`src/rtl/stopwatch_ctrl_pkg.sv`:
```
// Shared state encoding, digit-select and BCD limit constants for stopwatch_ctrl.
package stopwatch_ctrl_pkg;

    typedef logic [3:0] bcd_t;

    localparam logic [3:0] SW_IDLE  = 4'd0;
    localparam logic [3:0] SW_RUN   = 4'd1;
    localparam logic [3:0] SW_PAUSE = 4'd2;
    localparam logic [3:0] TM_IDLE  = 4'd3;
    localparam logic [3:0] TM_EDIT  = 4'd4;
    localparam logic [3:0] TM_RUN   = 4'd5;
    localparam logic [3:0] TM_PAUSE = 4'd6;
    localparam logic [3:0] TM_ALARM = 4'd7;
    localparam logic [3:0] LOAD     = 4'd8;

    localparam logic [1:0] DIG_MIN_TENS = 2'd3;
    localparam logic [1:0] DIG_MIN_ONES = 2'd2;
    localparam logic [1:0] DIG_SEC_TENS = 2'd1;
    localparam logic [1:0] DIG_SEC_ONES = 2'd0;

    localparam bcd_t ONES_MAX = 4'd9;
    localparam bcd_t TENS_MAX = 4'd5;

    function automatic bcd_t bcd_inc(input bcd_t d, input bcd_t lim);
        return (d >= lim) ? 4'd0 : d + 4'd1;
    endfunction

endpackage

```
`src/rtl/btn_edge.sv`:
```
// Registered rising-edge detector. The history flop resets high so a button
// held through reset never produces an edge.
module btn_edge (
    input  logic clk,
    input  logic rst,
    input  logic btn,
    output logic rise
);

    logic btn_q;

    always_ff @(posedge clk) begin
        if (rst) begin
            btn_q <= 1'b1;
        end else begin
            btn_q <= btn;
        end
    end

    assign rise = btn & ~btn_q;

endmodule

```
`src/rtl/stopwatch_ctrl.sv`:
```
// Button-driven control sequencer for stopwatch_timer: mode/start/load, preset editing, alarm.
// Optional lap display freeze is enabled by defining STOPWATCH_CTRL_LAP_EN.
module stopwatch_ctrl
    import stopwatch_ctrl_pkg::*;
#(
    parameter int unsigned CLK_FREQ  = 50_000_000,
    parameter int unsigned ALARM_SEC = 10
) (
    input  logic       clk,
    input  logic       rst,
    input  logic       btn_mode,
    input  logic       btn_start,
    input  logic       btn_clear,
    input  logic       btn_set,
    input  logic       btn_inc,
    input  logic       done_in,
    input  logic [3:0] cnt_min_tens,
    input  logic [3:0] cnt_min_ones,
    input  logic [3:0] cnt_sec_tens,
    input  logic [3:0] cnt_sec_ones,
    output logic       tmr_mode,
    output logic       tmr_start,
    output logic       tmr_load,
    output logic [3:0] ld_min_tens,
    output logic [3:0] ld_min_ones,
    output logic [3:0] ld_sec_tens,
    output logic [3:0] ld_sec_ones,
    output logic [3:0] disp_min_tens,
    output logic [3:0] disp_min_ones,
    output logic [3:0] disp_sec_tens,
    output logic [3:0] disp_sec_ones,
    output logic       editing,
    output logic [1:0] edit_digit,
    output logic       alarm,
    output logic [3:0] state_dbg
);

    localparam int unsigned ALARM_CYCLES = CLK_FREQ * ALARM_SEC;
    localparam int unsigned ACNT_W = (ALARM_CYCLES > 1) ? $clog2(ALARM_CYCLES) : 1;
    localparam logic [ACNT_W-1:0] ALARM_LAST = ACNT_W'(ALARM_CYCLES - 1);

    logic [4:0] btn_vec;
    logic [4:0] rise_vec;
    logic       e_start, e_clear, e_mode, e_set, e_inc;

    assign btn_vec = {btn_inc, btn_set, btn_mode, btn_clear, btn_start};

    for (genvar i = 0; i < 5; i++) begin : g_edge
        btn_edge u_edge (
            .clk  (clk),
            .rst  (rst),
            .btn  (btn_vec[i]),
            .rise (rise_vec[i])
        );
    end

    assign e_start = rise_vec[0];
    assign e_clear = rise_vec[1];
    assign e_mode  = rise_vec[2];
    assign e_set   = rise_vec[3];
    assign e_inc   = rise_vec[4];

    logic [3:0]        state_q, state_d;
    logic [3:0]        ret_q, ret_d;
    logic [3:0][3:0]   ld_src_q, ld_src_d;
    logic [3:0][3:0]   preset_q, preset_d;
    logic [1:0]        edit_digit_q, edit_digit_d;
    logic [ACNT_W-1:0] alarm_cnt_q, alarm_cnt_d;
    logic              go_load, load_preset;
    logic [3:0]        load_ret;
`ifdef STOPWATCH_CTRL_LAP_EN
    logic              lap_toggle;
`endif

    // Each branch tests only the events that state acts on, in priority order.
    always_comb begin
        state_d      = state_q;
        ret_d        = ret_q;
        ld_src_d     = ld_src_q;
        preset_d     = preset_q;
        edit_digit_d = edit_digit_q;
        alarm_cnt_d  = alarm_cnt_q;
        go_load      = 1'b0;
        load_preset  = 1'b0;
        load_ret     = SW_IDLE;
`ifdef STOPWATCH_CTRL_LAP_EN
        lap_toggle   = 1'b0;
`endif
        case (state_q)
            SW_IDLE, SW_PAUSE: begin
                if (e_start) begin
                    state_d = SW_RUN;
                end else if (e_clear) begin
                    go_load = 1'b1;
                end else if (e_mode) begin
                    go_load     = 1'b1;
                    load_preset = 1'b1;
                    load_ret    = TM_IDLE;
                end
            end
            SW_RUN: begin
                if (e_start) begin
                    state_d = SW_PAUSE;
`ifdef STOPWATCH_CTRL_LAP_EN
                end else if (e_clear) begin
                    lap_toggle = 1'b1;
`endif
                end
            end
            TM_IDLE: begin
                if (e_start && (|preset_q)) begin
                    go_load     = 1'b1;
                    load_preset = 1'b1;
                    load_ret    = TM_RUN;
                end else if (e_mode) begin
                    go_load = 1'b1;
                end else if (e_set) begin
                    state_d      = TM_EDIT;
                    edit_digit_d = DIG_MIN_TENS;
                end
            end
            TM_EDIT: begin
                if (e_set) begin
                    if (edit_digit_q == DIG_SEC_ONES) begin
                        state_d = TM_IDLE;
                    end else begin
                        edit_digit_d = edit_digit_q - 2'd1;
                    end
                end else if (e_inc) begin
                    // Odd digit indices are the tens positions.
                    preset_d[edit_digit_q] = bcd_inc(preset_q[edit_digit_q],
                                                     edit_digit_q[0] ? TENS_MAX : ONES_MAX);
                end
            end
            TM_RUN: begin
                if (done_in) begin
                    state_d     = TM_ALARM;
                    alarm_cnt_d = '0;
                end else if (e_start) begin
                    state_d = TM_PAUSE;
                end
            end
            TM_PAUSE: begin
                if (e_start) begin
                    state_d = TM_RUN;
                end else if (e_clear) begin
                    go_load     = 1'b1;
                    load_preset = 1'b1;
                    load_ret    = TM_IDLE;
                end else if (e_mode) begin
                    go_load = 1'b1;
                end
            end
            TM_ALARM: begin
                if (e_start || e_clear || (alarm_cnt_q == ALARM_LAST)) begin
                    go_load     = 1'b1;
                    load_preset = 1'b1;
                    load_ret    = TM_IDLE;
                end else begin
                    alarm_cnt_d = alarm_cnt_q + ACNT_W'(1);
                end
            end
            LOAD: begin
                state_d = ret_q;
            end
            default: begin
                state_d = SW_IDLE;
            end
        endcase

        if (go_load) begin
            state_d  = LOAD;
            ret_d    = load_ret;
            ld_src_d = load_preset ? preset_q : '0;
        end
    end

    always_ff @(posedge clk) begin
        if (rst) begin
            state_q      <= SW_IDLE;
            ret_q        <= SW_IDLE;
            ld_src_q     <= '0;
            preset_q     <= '0;
            edit_digit_q <= DIG_SEC_ONES;
            alarm_cnt_q  <= '0;
        end else begin
            state_q      <= state_d;
            ret_q        <= ret_d;
            ld_src_q     <= ld_src_d;
            preset_q     <= preset_d;
            edit_digit_q <= edit_digit_d;
            alarm_cnt_q  <= alarm_cnt_d;
        end
    end

    always_comb begin
        tmr_mode  = 1'b1;
        tmr_start = 1'b0;
        tmr_load  = 1'b0;
        editing   = 1'b0;
        alarm     = 1'b0;
        case (state_q)
            SW_IDLE, SW_PAUSE: tmr_mode = 1'b0;
            SW_RUN: begin
                tmr_mode  = 1'b0;
                tmr_start = 1'b1;
            end
            TM_RUN:   tmr_start = 1'b1;
            TM_EDIT:  editing   = 1'b1;
            TM_ALARM: alarm     = 1'b1;
            LOAD:     tmr_load  = 1'b1;
            default:  ;
        endcase
    end

    logic [3:0][3:0] cnt_digits;
    logic [3:0][3:0] disp_digits;

    assign cnt_digits = {cnt_min_tens, cnt_min_ones, cnt_sec_tens, cnt_sec_ones};

`ifdef STOPWATCH_CTRL_LAP_EN
    logic            lap_hold_q;
    logic [3:0][3:0] lap_snap_q;

    // Snapshot on the 0->1 toggle; any load drops the hold.
    always_ff @(posedge clk) begin
        if (rst) begin
            lap_hold_q <= 1'b0;
            lap_snap_q <= '0;
        end else if (go_load) begin
            lap_hold_q <= 1'b0;
        end else if (lap_toggle) begin
            lap_hold_q <= ~lap_hold_q;
            if (!lap_hold_q) begin
                lap_snap_q <= cnt_digits;
            end
        end
    end

    assign disp_digits = lap_hold_q ? lap_snap_q : cnt_digits;
`else
    assign disp_digits = cnt_digits;
`endif

    assign ld_min_tens   = ld_src_q[3];
    assign ld_min_ones   = ld_src_q[2];
    assign ld_sec_tens   = ld_src_q[1];
    assign ld_sec_ones   = ld_src_q[0];
    assign disp_min_tens = disp_digits[3];
    assign disp_min_ones = disp_digits[2];
    assign disp_sec_tens = disp_digits[1];
    assign disp_sec_ones = disp_digits[0];
    assign edit_digit    = edit_digit_q;
    assign state_dbg     = state_q;

endmodule

```
`config.mk`:
```
export PLATFORM = sky130hd
export DESIGN_NAME = stopwatch_ctrl
export DESIGN_NICKNAME = d
export VERILOG_FILES = /design/src/rtl/stopwatch_ctrl_pkg.sv /design/src/rtl/btn_edge.sv /design/src/rtl/stopwatch_ctrl.sv
export SDC_FILE = /design/constraint.sdc
export NUM_CORES = 1
export LEC_CHECK = 0
export CAP_MARGIN = 20
export CORE_MARGIN = 2
export CORE_UTILIZATION = 57
export DETAILED_ROUTE_END_ITERATION = 8
export GPL_ROUTABILITY_DRIVEN = 0
export PLACE_DENSITY_LB_ADDON = 0.25
export SLEW_MARGIN = 15
export SYNTH_ARGS = -nofsm -noshare
export SYNTH_HDL_FRONTEND = slang
export SYNTH_SLANG_ARGS = --single-unit
```
`constraint.sdc`:
```
create_clock -name clk -period 4.7 [get_ports clk]
set_input_delay 0.94 -clock clk [delete_from_list [all_inputs] [get_ports clk]]
set_output_delay 0.94 -clock clk [all_outputs]
set_load 0.1 [all_outputs]
```
==> flow_summary.ini, run 1 <==
[die]
coreArea_um2 = 6760
initial_utilization_pct = 58.6
die_y_um = 87.3
die_w_um = 87.3
num_rows = 30
io_pins = 67
die_area_um2 = 7630

[global_routing]
antenna_found_initial = 0
gr-total-overflow = 0
grt_pass1_wl_mm = 15.0
grt_max_degree = 28
grt_usage_pct = 24.8
grt_pass1_vias = 3117

[sta]
clock_skew_ns = 0.00753
fmax_mhz = 265
fin_hold_ws_ns = 0.469
grt_setup_unrepaired = false
fin_tns_setup_ns = 0
worst_pin_slew_ns = 0.988
setup_violations = 0
slew_viol_final = 0
maxSlewHeadroom_pct = 33.9
worst_slack_ns = 0.927
fin_crit_sh_pct = 80.3
min_period_ns = 3.77
hold_viol_final = 0

[placed_design]
portBuffers = 34
dp.cells = 534
dpl_worst_slack_ns = 1.33
post-dp-hpwl_mm = 6.37
place_area_um2 = 4210

[finish]
finalInstanceArea_um2 = 4400
fillCellCount = 553
fin_cells = 550
regArea_um2 = 1500
drive_gt1_share_pct = 7.66
syn_to_final_growth_pct = 11.2
final_core_util_pct = 65.1
antenna_cells = 0
final_common_cell = dfxtp_1
final_cell_mix = 75 x dfxtp_1, 52 x nand2_1, 39 x a21oi_1
fin_nets = 499
multi_input_area_um2 = 2190

[setup_path]
critical_path_class = flop to output port
cp_num_buf_inv = 1
critPathMaxFanout = 17
reg2reg_slack_ns = 1.87
required_ns = 3.76
worst_path_largest_cell_delay_ns = 1.24
cpLargestDelayFamily = buffers and inverters
worstSetupStartpointType = flop
arrival_ns = 2.83
path_cells = nor4b_2 > clkdlybuf4s50_1
end_kind = output port
slowest_stage = clkdlybuf4s50_1

[drt]
vias = 3521
antenna_left = 0
first_pass_iters = 6
viasPerCell = 6.40
drt-total-wl_mm = 9.14
drtIter0Drc = 195
route.detailed.drc = 0
wl_per_cell_um = 16.6

[cts]
h-tree-depth = 3
clock-sinks = 75
clock_path_buffers = 2
cts.clk_slew.worst_paths_ns = 0.08
post_cts_buffers = 0
holdBufCountCts = 0
tritoncts = yes
cts_made_buffers = 9
clk_latency_ns = 0.35
cts-root-buf = clkbuf_8
cts_resized = 0

[synth]
ys_types = 58
synth.net_count = 491
syn_area_per_cell_um2 = 8.66
yosysWarnings = 0
synth.area.top_cells = dfxtp_1 38%, a21oi_1 4.9%, nand2_1 4.9%, a32o_1 4.6%, nand3_1 4.3%
synth-async-reset-ratio_pct = 0
synth_top_area_share_pct = 37.9
ys_ff_latch = 75
synth_seq_area_share_pct = 37.9
post_synth_inst_count = 457
synth_top_area_cell = dfxtp_1
synth_flop_cell = dfxtp_1
synth_edf_count = 0
syn_area_um2 = 3960

[power_and_ir_drop]
p_per_area_nw_per_um2 = 284
ir_drop_v = 0.000158
finalPower_mw = 1.25
p_leak_nw = 1.53

[outcome]
status = complete, no violations

[min_path]
hold_path.class = flop to flop

[run]
maxCapViolations = 0
registers in the layout, summed over array words and instances, names as in the netlist:
name,cells
ret_q,3
alarm_cnt_q,29
preset_q,16
ld_sec_tens,4
edit_digit,2
ld_min_tens,4
state_dbg,4
g_edge.u_edge.btn_q,5
ld_min_ones,4
ld_sec_ones,4
final cells by class:
cell class	count	share of cell area [%]
Multi-Input combinational cell	327	49.7
Sequential cell	75	34.1
Clock buffer	10	2.90
Tap cell	80	2.28
Clock inverter	6	1.45
Timing Repair Buffer	37	8.25
Inverter	15	1.28
kinds of logic after synthesis:
family / after synthesis / synth area share, %
compound gates: 124 / 22.3
xor+xnor: 4 / 0.885
fa+ha+maj: 10 / 3.16
buf+inv: 55 / 7.24
flops: 75 / 37.9
mux: 11 / 4.08
simple gates: 178 / 24.4
path summary, 6_finish.rpt:
kind / start / cells after the start / to
worst max-delay path: state_dbg[2] / 2 / editing
worst max register to register: edit_digit[0] / 7 / preset_q[6]
worst min register to register: ld_min_tens[0] / 1 / ld_min_tens[0]
worst min-delay path: ld_min_tens[0] / 1 / ld_min_tens[0]
report_power, final:
| part | internal, mW | total (mW) | leakage [nW] | switching (mW) |
|---|---|---|---|---|
| sequential | 0.640 | 0.651 | 0.606 | 0.0109 |
| clock | 0.245 | 0.486 | 0.0927 | 0.240 |
| combinational | 0.0337 | 0.111 | 0.827 | 0.0776 |
| total | 0.919 | 1.25 | 1.53 | 0.329 |
cell usage after synthesis, types with 7 or more instances:
| master | instances |
|---|---|
| buf_4 | 19 |
| inv_1 | 14 |
| a2111o_1 | 7 |
| buf_2 | 7 |
| clkbuf_1 | 14 |
| and3_1 | 8 |
| nor2_1 | 14 |
| or3_1 | 13 |
| ha_1 | 10 |
| a32o_1 | 18 |
| a21oi_1 | 39 |
| nand2_1 | 52 |
| dfxtp_1 | 75 |
| o21ai_0 | 20 |
| nand3_1 | 34 |
| nand2b_1 | 7 |
| nand4_1 | 8 |
metal layers:
| metal | part of all wire, % | routed length [µm] | vias to the layer above | GRT usage [%] |
|---|---|---|---|---|
| met5 | 0 | 0 | - | 0 |
| met4 | 2.6 | 240 | 0 | 10.6 |
| met3 | 6.3 | 573 | 29 | 5.31 |
| met2 | 45 | 4150 | 118 | 35.9 |
| met1 | 46 | 4170 | 1659 | 35.6 |
| li1 | - | - | 1715 | - |
Note: power is estimated with default switching activity, not from simulation.
==> inputs of run 2 (changes only) <==
CORE_UTILIZATION = 48   (was 57)
clock period = 3.1 ns   (was 4.7 ns; I/O delays follow)
==> flow_summary.ini, run 2 (same netlist as run 1, synthesis figures left out) <==
[power_and_ir_drop]
p_leak_nw = 1.65
ir_drop_v = 0.000211
p_per_area_nw_per_um2 = 467

[finish]
final_core_util_pct = 55.6
drive_gt1_share_pct = 15.7
fin_nets = 506
final_common_cell = dfxtp_1
reg_top3 = alarm_cnt_q (29), preset_q (16), g_edge.u_edge.btn_q (5)
largest_register_ffs = 29
largest_register = alarm_cnt_q
syn_to_final_growth_pct = 13.7
final_cell_mix = 72 x dfxtp_1, 52 x nand2_1, 39 x a21oi_1
antenna_cells = 0

[min_path]
hold_path.class = flop to flop

[sta]
setup_violations = 0
min_period_ns = 2.65
fmax_mhz = 377
maxSlewHeadroom_pct = 45.9
fin_crit_sh_pct = 85.6
hold_viol_final = 0
grt_setup_unrepaired = false
worst_pin_slew_ns = 0.808
slew_viol_final = 0
clock_skew_ns = 0.0102
fin_hold_ws_ns = 0.484

[drt]
wl_per_cell_um = 16.4
dr.max_layer_used = met4
route.detailed.drc = 0
drtIter0Drc = 200
antenna_left = 0
met3_length_um = 614
viasPerCell = 6.19
drt-total-wl_mm = 9.57
vias = 3602
first_pass_iters = 4
m1WireLength_mm = 4.37
dr_wl_met2_mm = 4.48

[run]
maxCapViolations = 0

[cts]
post_cts_buffers = 0
cts.clk_slew.worst_paths_ns = 0.08
h-tree-depth = 3
cts-root-buf = clkbuf_8
holdBufCountCts = 0
clock-sinks = 75
clock_path_buffers = 2
cts_made_buffers = 9
tritoncts = yes
cts_resized = 0
clk_latency_ns = 0.36

[placed_design]
post-dp-hpwl_mm = 6.67
portBuffers = 34

[setup_path]
worstSetupStartpointType = flop
critical_path_class = flop to flop
critPathMaxFanout = 11
arrival_ns = 2.94
end_kind = flop
worst_path_largest_cell_delay_ns = 0.61
reg2reg_slack_ns = 0.45
slowest_stage = mux4_2
path_cells = mux4_2 > ha_1 > nand2b_1 > a21o_1 > a211oi_1 > nand3_1 > a21oi_1
required_ns = 3.39

[global_routing]
antenna_found_initial = 0
grt_max_degree = 27
grt_pass1_wl_mm = 15.8
gr-total-overflow = 0
grt_usage_pct = 22.4
grt_pass1_vias = 3248

[die]
io_pins = 67
num_rows = 33
coreArea_um2 = 8090
die_w_um = 94.8
die_y_um = 94.8
initial_utilization_pct = 48.9
die_area_um2 = 8990

[outcome]
status = complete, no violations
-- run 2: cell count changes in the layout (fill, tap and decap cells not counted), moves of 2 or more --
cell             change
buf_4               +34
bufinv_16            +2
clkdlybuf4s50_1     -27
clkinvlp_4           -2
dfxtp_1              -3
dfxtp_2              +3
nor4b_2              -2
nor4b_4              +2
-- run 2: per-layer routing --
metal	track usage, %	up-vias
li1	-	1732
met1	30.9	1723
met2	34.3	132
met3	5.35	15
met4	7.97	0
met5	0	-
-- run 2: where the power goes --
group | internal, mW | switching, mW
Combinational | 0.0549 | 0.124
Sequential | 0.971 | 0.0128
Clock | 0.543 | 0.395
Total | 1.57 | 0.532
-- run 2: stage by stage --
| stage | std cells | worst slack [ns] | cell area (µm²) | total power, mW | setup TNS, ns |
|---|---|---|---|---|---|
| 2_1_floorplan | 457 | -0.00601 | 4000 | 1.24 | -0.00601 |
| 3_3_place_gp | 566 | 0.315 | 4250 | 1.18 | 0 |
| 3_5_place_dp | 566 | 0.275 | 4250 | 1.18 | 0 |
| 4_1_cts | 582 | 0.448 | 4500 | 2.11 | 0 |
| 5_1_grt | 582 | 0.289 | 4500 | 2.17 | 0 |
| 6_report | 582 | 0.447 | 4500 | 2.10 | 0 |
-- run 2: final timing paths --
kind	startpoint	to	cells past startpoint
max	edit_digit[0]	preset_q[1]	7
min	ld_min_tens[2]	ld_min_tens[2]	1
max reg2reg	edit_digit[0]	preset_q[1]	7
min reg2reg	ld_min_tens[2]	ld_min_tens[2]	1
-- run 2: final cells by class --
cell class / count / area (µm²)
clock buffer: 9 / 124
sequential: 75 / 1510
fill: 760 / 3590
clock inverter: 7 / 124
timing repair buffer: 44 / 348
multi-input combinational: 327 / 2210
tap: 105 / 131
inverter: 15 / 56.3
-- run 2: worst max-delay path: cells and delay by family, from the launching register on --
family,cells,cell delay (ns)
and+or+nand+nor,2,0.28
muxes,1,0.61
adders and majority gates,1,0.21
DFF,1,0.50
AOI/OAI and AO/OA,3,0.98
